**src/rtl/adc_acq_pkg.sv**
```systemverilog
// Shared definitions for the ADC acquisition sequencer.
// State codes are visible on acq_state for status readback.
package adc_acq_pkg;

   localparam int ADDR_W_DEF = 14;
   localparam int LEN_W_DEF  = 24;
   localparam int HOLD_W_DEF = 32;

   localparam logic [2:0] ST_IDLE = 3'd0;
   localparam logic [2:0] ST_PRE  = 3'd1;
   localparam logic [2:0] ST_WAIT = 3'd2;
   localparam logic [2:0] ST_POST = 3'd3;
   localparam logic [2:0] ST_HOLD = 3'd4;
   localparam logic [2:0] ST_DONE = 3'd5;

   typedef enum logic [2:0] {
      S_IDLE = ST_IDLE,
      S_PRE  = ST_PRE,
      S_WAIT = ST_WAIT,
      S_POST = ST_POST,
      S_HOLD = ST_HOLD,
      S_DONE = ST_DONE
   } acq_state_e;

   function automatic int max_w(input int a, input int b);
      return (a > b) ? a : b;
   endfunction

endpackage

```
**src/rtl/adc_acq_edge_det.sv**
```systemverilog
// Registered rising-edge detector for the arm level.
// The edge is reported in the same cycle the level goes high.
module adc_acq_edge_det (
   input  logic clk,
   input  logic rst_n,
   input  logic din,
   output logic rise
);

   logic last;

   // remember the previous level every cycle
   always_ff @(posedge clk or negedge rst_n) begin
      if (!rst_n) last <= 1'b0;
      else        last <= din;
   end

   assign rise = din & ~last;

endmodule

```
**src/rtl/adc_acq_capture_ctrl.sv**
```systemverilog
// Acquisition sequencer: pre fill, wait trigger, post fill,
// holdoff, done; drives buffer writes and latches trigger position.
module adc_acq_capture_ctrl
   import adc_acq_pkg::*;
#(
   parameter int ADDR_W = ADDR_W_DEF,
   parameter int LEN_W  = LEN_W_DEF,
   parameter int HOLD_W = HOLD_W_DEF
) (
   input  logic              adc_data_clk,
   input  logic              adc_data_resetn,
   input  logic              acq_arm,
   input  logic              acq_abort,
   input  logic [LEN_W-1:0]  pre_len,
   input  logic [LEN_W-1:0]  post_len,
   input  logic [HOLD_W-1:0] holdoff_len,
   input  logic              trigger_in,
   input  logic [2:0]        trigger_sub_word_in,
   output logic              buf_wr_en,
   output logic [ADDR_W-1:0] buf_wr_addr,
   output logic [ADDR_W-1:0] trig_addr,
   output logic [2:0]        trig_sub_word,
   output logic [2:0]        acq_state,
   output logic              acq_armed,
   output logic              acq_trig_seen,
   output logic              acq_done
);

   localparam int CNT_W = max_w(LEN_W, HOLD_W);

   acq_state_e        state;
   acq_state_e        nstate;
   logic [CNT_W-1:0]  cnt;
   logic [LEN_W-1:0]  pre_s;
   logic [LEN_W-1:0]  post_s;
   logic [HOLD_W-1:0] hold_s;
   logic              arm_edge;
   logic              run_load;
   logic              trig_take;
   logic              cnt_inc;
   logic              cnt_clr;
   logic              pre_last;
   logic              post_last;
   logic              hold_last;

   adc_acq_edge_det u_arm_edge (
      .clk   (adc_data_clk),
      .rst_n (adc_data_resetn),
      .din   (acq_arm),
      .rise  (arm_edge)
   );

   assign pre_last  = (cnt == (CNT_W'(pre_s) - CNT_W'(1)));
   assign post_last = (cnt == (CNT_W'(post_s) - CNT_W'(1)));
   assign hold_last = (hold_s == '0) ||
                      (cnt == (CNT_W'(hold_s) - CNT_W'(1)));

   // state register
   always_ff @(posedge adc_data_clk or negedge adc_data_resetn) begin
      if (!adc_data_resetn) state <= S_IDLE;
      else                  state <= nstate;
   end

   // next-state and datapath control; abort overrides everything
   always_comb begin
      nstate    = state;
      run_load  = 1'b0;
      trig_take = 1'b0;
      cnt_inc   = 1'b0;
      cnt_clr   = 1'b0;
      if (acq_abort) begin
         nstate = S_IDLE;
      end else begin
         unique case (state)
            S_IDLE, S_DONE: begin
               if (arm_edge) begin
                  run_load = 1'b1;
                  nstate   = (pre_len == '0) ? S_WAIT : S_PRE;
               end
            end
            S_PRE: begin
               cnt_inc = 1'b1;
               if (pre_last) nstate = S_WAIT;
            end
            S_WAIT: begin
               if (trigger_in) begin
                  trig_take = 1'b1;
                  cnt_clr   = 1'b1;
                  nstate    = (post_s == '0) ? S_HOLD : S_POST;
               end
            end
            S_POST: begin
               if (post_last) begin
                  cnt_clr = 1'b1;
                  nstate  = S_HOLD;
               end else begin
                  cnt_inc = 1'b1;
               end
            end
            S_HOLD: begin
               if (hold_last) nstate = S_DONE;
               else           cnt_inc = 1'b1;
            end
            default: nstate = S_IDLE;
         endcase
      end
   end

   // status decoded straight from the state register
   always_comb begin
      buf_wr_en = (state == S_PRE) || (state == S_WAIT) ||
                  (state == S_POST);
      acq_armed = (state == S_WAIT);
      acq_done  = (state == S_DONE);
      acq_state = state;
   end

   // run parameters are frozen at arm time
   always_ff @(posedge adc_data_clk or negedge adc_data_resetn) begin
      if (!adc_data_resetn) begin
         pre_s  <= '0;
         post_s <= '0;
         hold_s <= '0;
      end else if (run_load) begin
         pre_s  <= pre_len;
         post_s <= post_len;
         hold_s <= holdoff_len;
      end
   end

   // wrapping write address; frozen by abort
   always_ff @(posedge adc_data_clk or negedge adc_data_resetn) begin
      if (!adc_data_resetn)
         buf_wr_addr <= '0;
      else if (run_load)
         buf_wr_addr <= '0;
      else if (buf_wr_en && !acq_abort)
         buf_wr_addr <= buf_wr_addr + ADDR_W'(1);
   end

   // shared phase counter for pre, post and holdoff
   always_ff @(posedge adc_data_clk or negedge adc_data_resetn) begin
      if (!adc_data_resetn)
         cnt <= '0;
      else if (run_load || cnt_clr)
         cnt <= '0;
      else if (cnt_inc)
         cnt <= cnt + CNT_W'(1);
   end

   // trigger position latch and seen flag
   always_ff @(posedge adc_data_clk or negedge adc_data_resetn) begin
      if (!adc_data_resetn) begin
         trig_addr     <= '0;
         trig_sub_word <= '0;
         acq_trig_seen <= 1'b0;
      end else begin
         if (trig_take) begin
            trig_addr     <= buf_wr_addr;
            trig_sub_word <= trigger_sub_word_in;
         end
         if (acq_abort || run_load) acq_trig_seen <= 1'b0;
         else if (trig_take)        acq_trig_seen <= 1'b1;
      end
   end

endmodule

```
**config.mk**
```make
export PLATFORM = sky130hd
export DESIGN_NAME = adc_acq_capture_ctrl
export DESIGN_NICKNAME = d
export VERILOG_FILES = /design/src/rtl/adc_acq_pkg.sv /design/src/rtl/adc_acq_edge_det.sv /design/src/rtl/adc_acq_capture_ctrl.sv
export SDC_FILE = /design/constraint.sdc
export NUM_CORES = 1
export LEC_CHECK = 0
export ABC_AREA = 1
export ABC_CLOCK_PERIOD_IN_PS = 2300
export CORE_ASPECT_RATIO = 0.9
export CORE_UTILIZATION = 52
export DETAILED_ROUTE_END_ITERATION = 12
export GPL_ROUTABILITY_DRIVEN = 1
export PLACE_DENSITY = 0.83
export SLEW_MARGIN = 20
export SYNTH_ARGS = -nofsm -noshare
export SYNTH_HDL_FRONTEND = slang
export SYNTH_SLANG_ARGS = --single-unit
```
**constraint.sdc**
```tcl
create_clock -name adc_data_clk -period 2.3 [get_ports adc_data_clk]
set_input_delay 0.69 -clock adc_data_clk [delete_from_list [all_inputs] [get_ports adc_data_clk]]
set_output_delay 0.69 -clock adc_data_clk [all_outputs]
set_load 0.1 [all_outputs]
```
* Word-level counts from Yosys, hierarchy flattened
Cells that the tools add are included.
** Operators by class
- Multiplexer cells :: 28
- Equality and inequality tests :: 13
- Reductions and logical operators :: 16
- Bitwise operators :: 2
- $add $sub $neg :: 5
** Operators by type and width (number)
- $eq 32x32->1 :: 3
- $mux 32 :: 2
- $sub 24x1->25 const B :: 2
- $logic_not 24->1 :: 2
- $add 32x1->32 const B :: 1
- $logic_not 32->1 :: 1
- $sub 32x1->32 const B :: 1
- $mux 14 :: 2
- $mux 3 :: 7
- $ne 3x3->1 const B :: 5
- $pmux 3 s5 :: 1
- $add 14x1->14 const B :: 1
- $mux 1 :: 13
- $eq 3x2->1 const B :: 2
- $eq 3x3->1 const B :: 2
- $reduce_bool 2->1 :: 3
- $logic_or 1x1->1 :: 5
- $reduce_and 5->1 :: 1
- $eq 3x1->1 const B :: 1
- $logic_not 3->1 :: 1
- $pmux 1 s3 :: 1
- $mux 2 :: 1
- $pmux 1 s2 :: 1
- $reduce_or 2->1 :: 1
- 4 further kinds :: 4
** Storage, ports and cells
- Bits of input ports :: 88
- Output and inout bits :: 38
- Register bits :: 148
- Logic and storage cells :: 74

* Depth between registers and ports, before layout
Gate-level depths: netlist of the first run.
- Depth after elaboration :: 8
- Depth in mapped cells :: 20
- Gate-level depth less buffers :: 20

* By module
A second synthesis of the first run with hierarchy kept.
** Second synthesis, totals
- Cells, all modules :: 1589
- Area, all modules :: 10593.9 µm²
** Modules (own cells, without submodules)
- adc_acq_capture_ctrl :: cells an instance 1586, area each 10558.9 µm², seq. area each 3678.5 µm², times used 1
- adc_acq_edge_det :: cells an instance 3, area each 35.0 µm², seq. area each 25.0 µm², times used 1

* Worst setup path after synthesis of the first run
Ideal clock, no wire load.
- Kind :: register -> register
- Start point :: register state[1], in the netlist acq_state[1]
- End point :: register trig_addr[13]
- Slack :: -2.125 ns
- Cell stages (with the launch flop) :: 6
- Data arrival time :: 4.299 ns
- Path buffers :: 1
- Clock period less this slack :: 4.425 ns
- Cells stage by stage :: dfrtp_1 inv_2 nor3_1 nand3_1 clkbuf_1 mux2_2
** Between the ends
- Longest elaborated chain between the ends :: 3
** Ends and longest elaborated chain
- start, declared :: line adc_acq_capture_ctrl.sv:31 : acq_state_e state;
- start signal, assigned :: line adc_acq_capture_ctrl.sv:61 : else state <= nstate;
- $eq 3x2->1
- net acq_armed :: line adc_acq_capture_ctrl.sv:24 : output logic acq_armed,
- $mux 1 :: line adc_acq_capture_ctrl.sv:74 : unique case (state)
- $mux 1 :: line adc_acq_capture_ctrl.sv:71 : if (acq_abort) begin
- end signal, assigned :: line adc_acq_capture_ctrl.sv:159 : trig_addr <= buf_wr_addr;
- end, declared :: line adc_acq_capture_ctrl.sv:21 : output logic [ADDR_W-1:0] trig_addr,
The timed path passes the listed nets, and every way through them passes these cells.
A chain may end at the register's enable or synchronous reset.

* Worst setup path after layout of the first run
- Start point :: register hold_s[0]
- End point :: register cnt[20]
** Between the ends
- Longest elaborated chain between the ends :: 7
- Elaborated cells between the ends (all ways) :: 8
** Ends and longest elaborated chain
- start, declared :: line adc_acq_capture_ctrl.sv:36 : logic [HOLD_W-1:0] hold_s;
- start signal, assigned :: line adc_acq_capture_ctrl.sv:127 : hold_s <= holdoff_len;
- $sub 32x1->32 :: line adc_acq_capture_ctrl.sv:56 : (cnt == (CNT_W'(hold_s) - CNT_W'(1)));
- $eq 32x32->1 :: line adc_acq_capture_ctrl.sv:56
- $logic_or 1x1->1 * :: line adc_acq_capture_ctrl.sv:55 : assign hold_last = (hold_s == '0) ||
- $mux 1 * :: line adc_acq_capture_ctrl.sv:101 : if (hold_last) nstate = S_DONE;
- $pmux 1 s3 * :: line adc_acq_capture_ctrl.sv:74
- $mux 1 * :: line adc_acq_capture_ctrl.sv:71
- $reduce_bool 2->1 (no source line) *
- end signal, assigned :: line adc_acq_capture_ctrl.sv:148 : cnt <= cnt + CNT_W'(1);
- end, declared :: line adc_acq_capture_ctrl.sv:33 : logic [CNT_W-1:0] cnt;
Mark *: on every way between the ends. The rest lies on a longest branch, timed or not.

==> flow_summary.yaml, run 1 <==
cts:
  clkSinkCount: 148
  clock_latency_ns: 0.45
  path_clk_slew_ns: 0.08
  htree_num_levels: 4
  ctsRootBufferMaster: "clkbuf_16"
  cts_tree: "built"
  clockBufferDepth: 2
  cts_hold_buf: 0
  cts_made_buffers: 17
placement:
  place.gp.congestion: 1.01
  io_buffers: 125
  hpwl_um: 26600
  place_area_um2: 13500
  dp.cells: 2110
synth:
  synth_cells: 1593
  synth_nets: 1687
  synth_edf_count: 0
  syn-mean-instance-area_um2: 6.57
  syn_area_um2: 10500
  ys_types: 44
  ys.flop_type: "dfrtp_1"
  yosys_warnings: 0
  synth-seq-cells: 148
  synth_seq_area_share: 0.354
  postSynth.asyncResetShare: 1.00
detailed_routing:
  drtIter0Drc: 1410
  num_vias: 12700
  finalWirelength_um: 40600
  drc: 0
  viasPerCell: 5.83
  drt-pass1-iter-count: 8
  ant_nets: 0
  wl_per_cell_um: 18.6
sta:
  slew_violations: 0
  tightest_slew_ns: 0.718
  period_minus_slack_ns: 2.78
  fin_crit_sh: 1.21
  setup_ws_ns: -0.481
  skew_ns: 0.00971
  setup_viol: 40
  relSlewSlack: 0.522
  hold_viol: 0
  rsz0062_at_grt: "yes"
  clock.fmax_ghz: 0.360
die:
  core-area_um2: 19500
  die_h_um: 137
  start_util: 0.538
  dieArea_um2: 20700
  fp-row-count: 48
  die_x_um: 152
  pin_count: 126
worst_setup_path:
  cp-start-kind: "register"
  crit_path_end_kind: "register"
  cp_data_required_time_ns: 2.63
  ff2ff_path_depth: 20
  path_class: "register to register"
  r2r_start: "hold_s[0]"
  rrSetupSlack_ns: -0.48
  crit_fanout: 6
  r2r-end: "cnt[20]"
  arrival_ns: 3.11
final_layout:
  area_growth_pct: 43.3
  final_common_cell: "nand2_1"
  final_cell_mix: "nand2_1, buf_4, inv_1"
  final_net_count: 2011
  drive_gt1_frac: 0.239
  diodes: 0
  final_design_area_no_fill_um2: 15000
  nFillCells: 1285
  fin_cells: 2180
job:
  drv_cap: 0
status:
  status: "finished with violations"
  violations: "setup timing"
power_and_ir_drop:
  p_per_area_nw_per_um2: 1250
  totalPowerFinal_w: 0.0187
  leakage_nw: 7.57
  peakVddDrop_uv: 801
global_route:
  antenna_found_initial: 0
  grt_pass1_wl_um: 59900
  grt_overflow_total: 0
  grt_pass1_vias: 12000
  grtUsageTotal: 0.378
  grt_max_degree: 46
worst_hold_path:
  min-delay-path-class: "input pin to asynchronous set/reset pin"
## worst max-delay path by stage
stage,slack (ns),end,depth (start not counted),start
final,-0.48,cnt[20],20,hold_s[0]
after floorplan,-0.58,buf_wr_addr[12],14,acq_state[2]
after global placement,-0.35,buf_wr_addr[13],16,acq_arm
after global routing,-0.57,cnt[20],21,hold_s[0]
after CTS,-0.20,cnt[22],20,hold_s[0]
after detailed placement,-0.46,buf_wr_addr[13],16,acq_arm
## metal layers
| layer | vias to the layer above | share of wire | global-route usage | wire length [um] |
|---|---|---|---|---|
| li1 | 5669 | - | - | - |
| met1 | 5860 | 0.37 | 0.463 | 14900 |
| met2 | 942 | 0.45 | 0.612 | 18400 |
| met3 | 242 | 0.12 | 0.101 | 4910 |
| met4 | 0 | 0.060 | 0.188 | 2430 |
| met5 | - | 0 | 0 | 0 |
## Yosys cell counts, types with 2 or more instances
cell type | instances | area share
clkbuf_1 | 43 | 0.015
a21oi_2 | 2 | 0.0017
or2_1 | 2 | 0.0012
inv_2 | 5 | 0.0018
nor3_1 | 24 | 0.011
mux2_2 | 5 | 0.0054
nor2_1 | 177 | 0.064
buf_1 | 5 | 0.0018
inv_1 | 171 | 0.061
xnor2_1 | 36 | 0.030
nand4_1 | 53 | 0.032
a221oi_1 | 2 | 0.0017
ha_1 | 6 | 0.0072
xor2_1 | 55 | 0.046
o21bai_1 | 4 | 0.0029
dfrtp_1 | 148 | 0.35
o21ai_0 | 67 | 0.032
nor4_1 | 19 | 0.011
nand2_2 | 5 | 0.0030
a21boi_0 | 2 | 0.0014
buf_6 | 6 | 0.0065
nand3b_1 | 10 | 0.0072
nand3_1 | 120 | 0.057
a21oi_1 | 12 | 0.0057
o21ai_1 | 3 | 0.0014
or2_2 | 4 | 0.0024
nor2_2 | 12 | 0.0072
nand2_1 | 562 | 0.20
nor3_2 | 2 | 0.0019
buf_2 | 13 | 0.0062
a31oi_1 | 2 | 0.0012
nor2_4 | 4 | 0.0043
## final cells by class
type | count | area [um^2] | share of cell area
flip-flops and latches | 148 | 3720 | 0.248
well taps | 250 | 313 | 0.0209
clock inverters | 15 | 185 | 0.0124
clock buffers | 17 | 425 | 0.0284
multi-input cells | 1202 | 6260 | 0.418
inverters | 176 | 674 | 0.0450
repair buffers | 372 | 3410 | 0.227
## worst max-delay path: stages, from the launching register on
cell and delay (ns):
dfrtp_1 0.44, inv_2 0.12, ha_4 0.17, nand2_4 0.09
nor2_4 0.18, buf_6 0.15, nand3b_1 0.08, nand2_1 0.07
nand2_1 0.11, nor2_1 0.10, nand2_1 0.06, nor2_1 0.08
nand2_1 0.06, nor2_1 0.08, nand2_1 0.06, nand2_2 0.11
nand3_4 0.15, buf_6 0.19, buf_12 0.13, nand4_1 0.12
nand2_1 0.10
## cell families (layout without fill, tap and decap cells)
family / count (synthesis) / after routing / share of synthesized area
buf+inv: 243 / 580 / 0.0931
simple gates: 1001 / 1001 / 0.411
mux: 5 / 5 / 0.00538
fa+ha+maj: 6 / 6 / 0.00718
flops: 148 / 148 / 0.354
compound gates: 98 / 98 / 0.0510
xor+xnor: 92 / 92 / 0.0783
## state kept, by name, summed over array words and instances (netlist names)
register and count:
acq_state 3, trig_sub_word 3, u_arm_edge.last 1, cnt 32, pre_s 24, trig_addr 14, buf_wr_addr 14, hold_s 32
acq_trig_seen 1, post_s 24
## repair_timing
item                                    CTS  global route
pin swaps                                28            25
resized for setup                        85            55
cloned                                    5             4
endpoints found under the setup margin   40            54
setup buffers                            17            12
## metrics by stage
step           hold slack (ns)  setup WS [ns]  utilization  setup TNS, ns
2_1_floorplan            0.394         -0.579            -          -6.92
3_3_place_gp             0.469         -0.347        0.692         -20.34
3_5_place_dp             0.475         -0.463        0.692         -27.40
4_1_cts                  0.180         -0.203        0.752          -6.29
5_1_grt                  0.181         -0.571        0.770         -18.59
6_report                 0.159         -0.481        0.770         -14.57
## where the power goes
group / switching [W] / leakage, nW / internal [W]
clock network: 0.00133 / 0.299 / 0.00165
registers: 0.00111 / 1.90 / 0.00353
logic: 0.00669 / 5.37 / 0.00436
No activity file was read; power rests on OpenSTA's default activity.
==> run 2: changes to the inputs <==
SLEW_MARGIN = unset   (was 20)
==> results of run 2 <==
The final DEF is identical to that of run 1; final timing and power are the same.
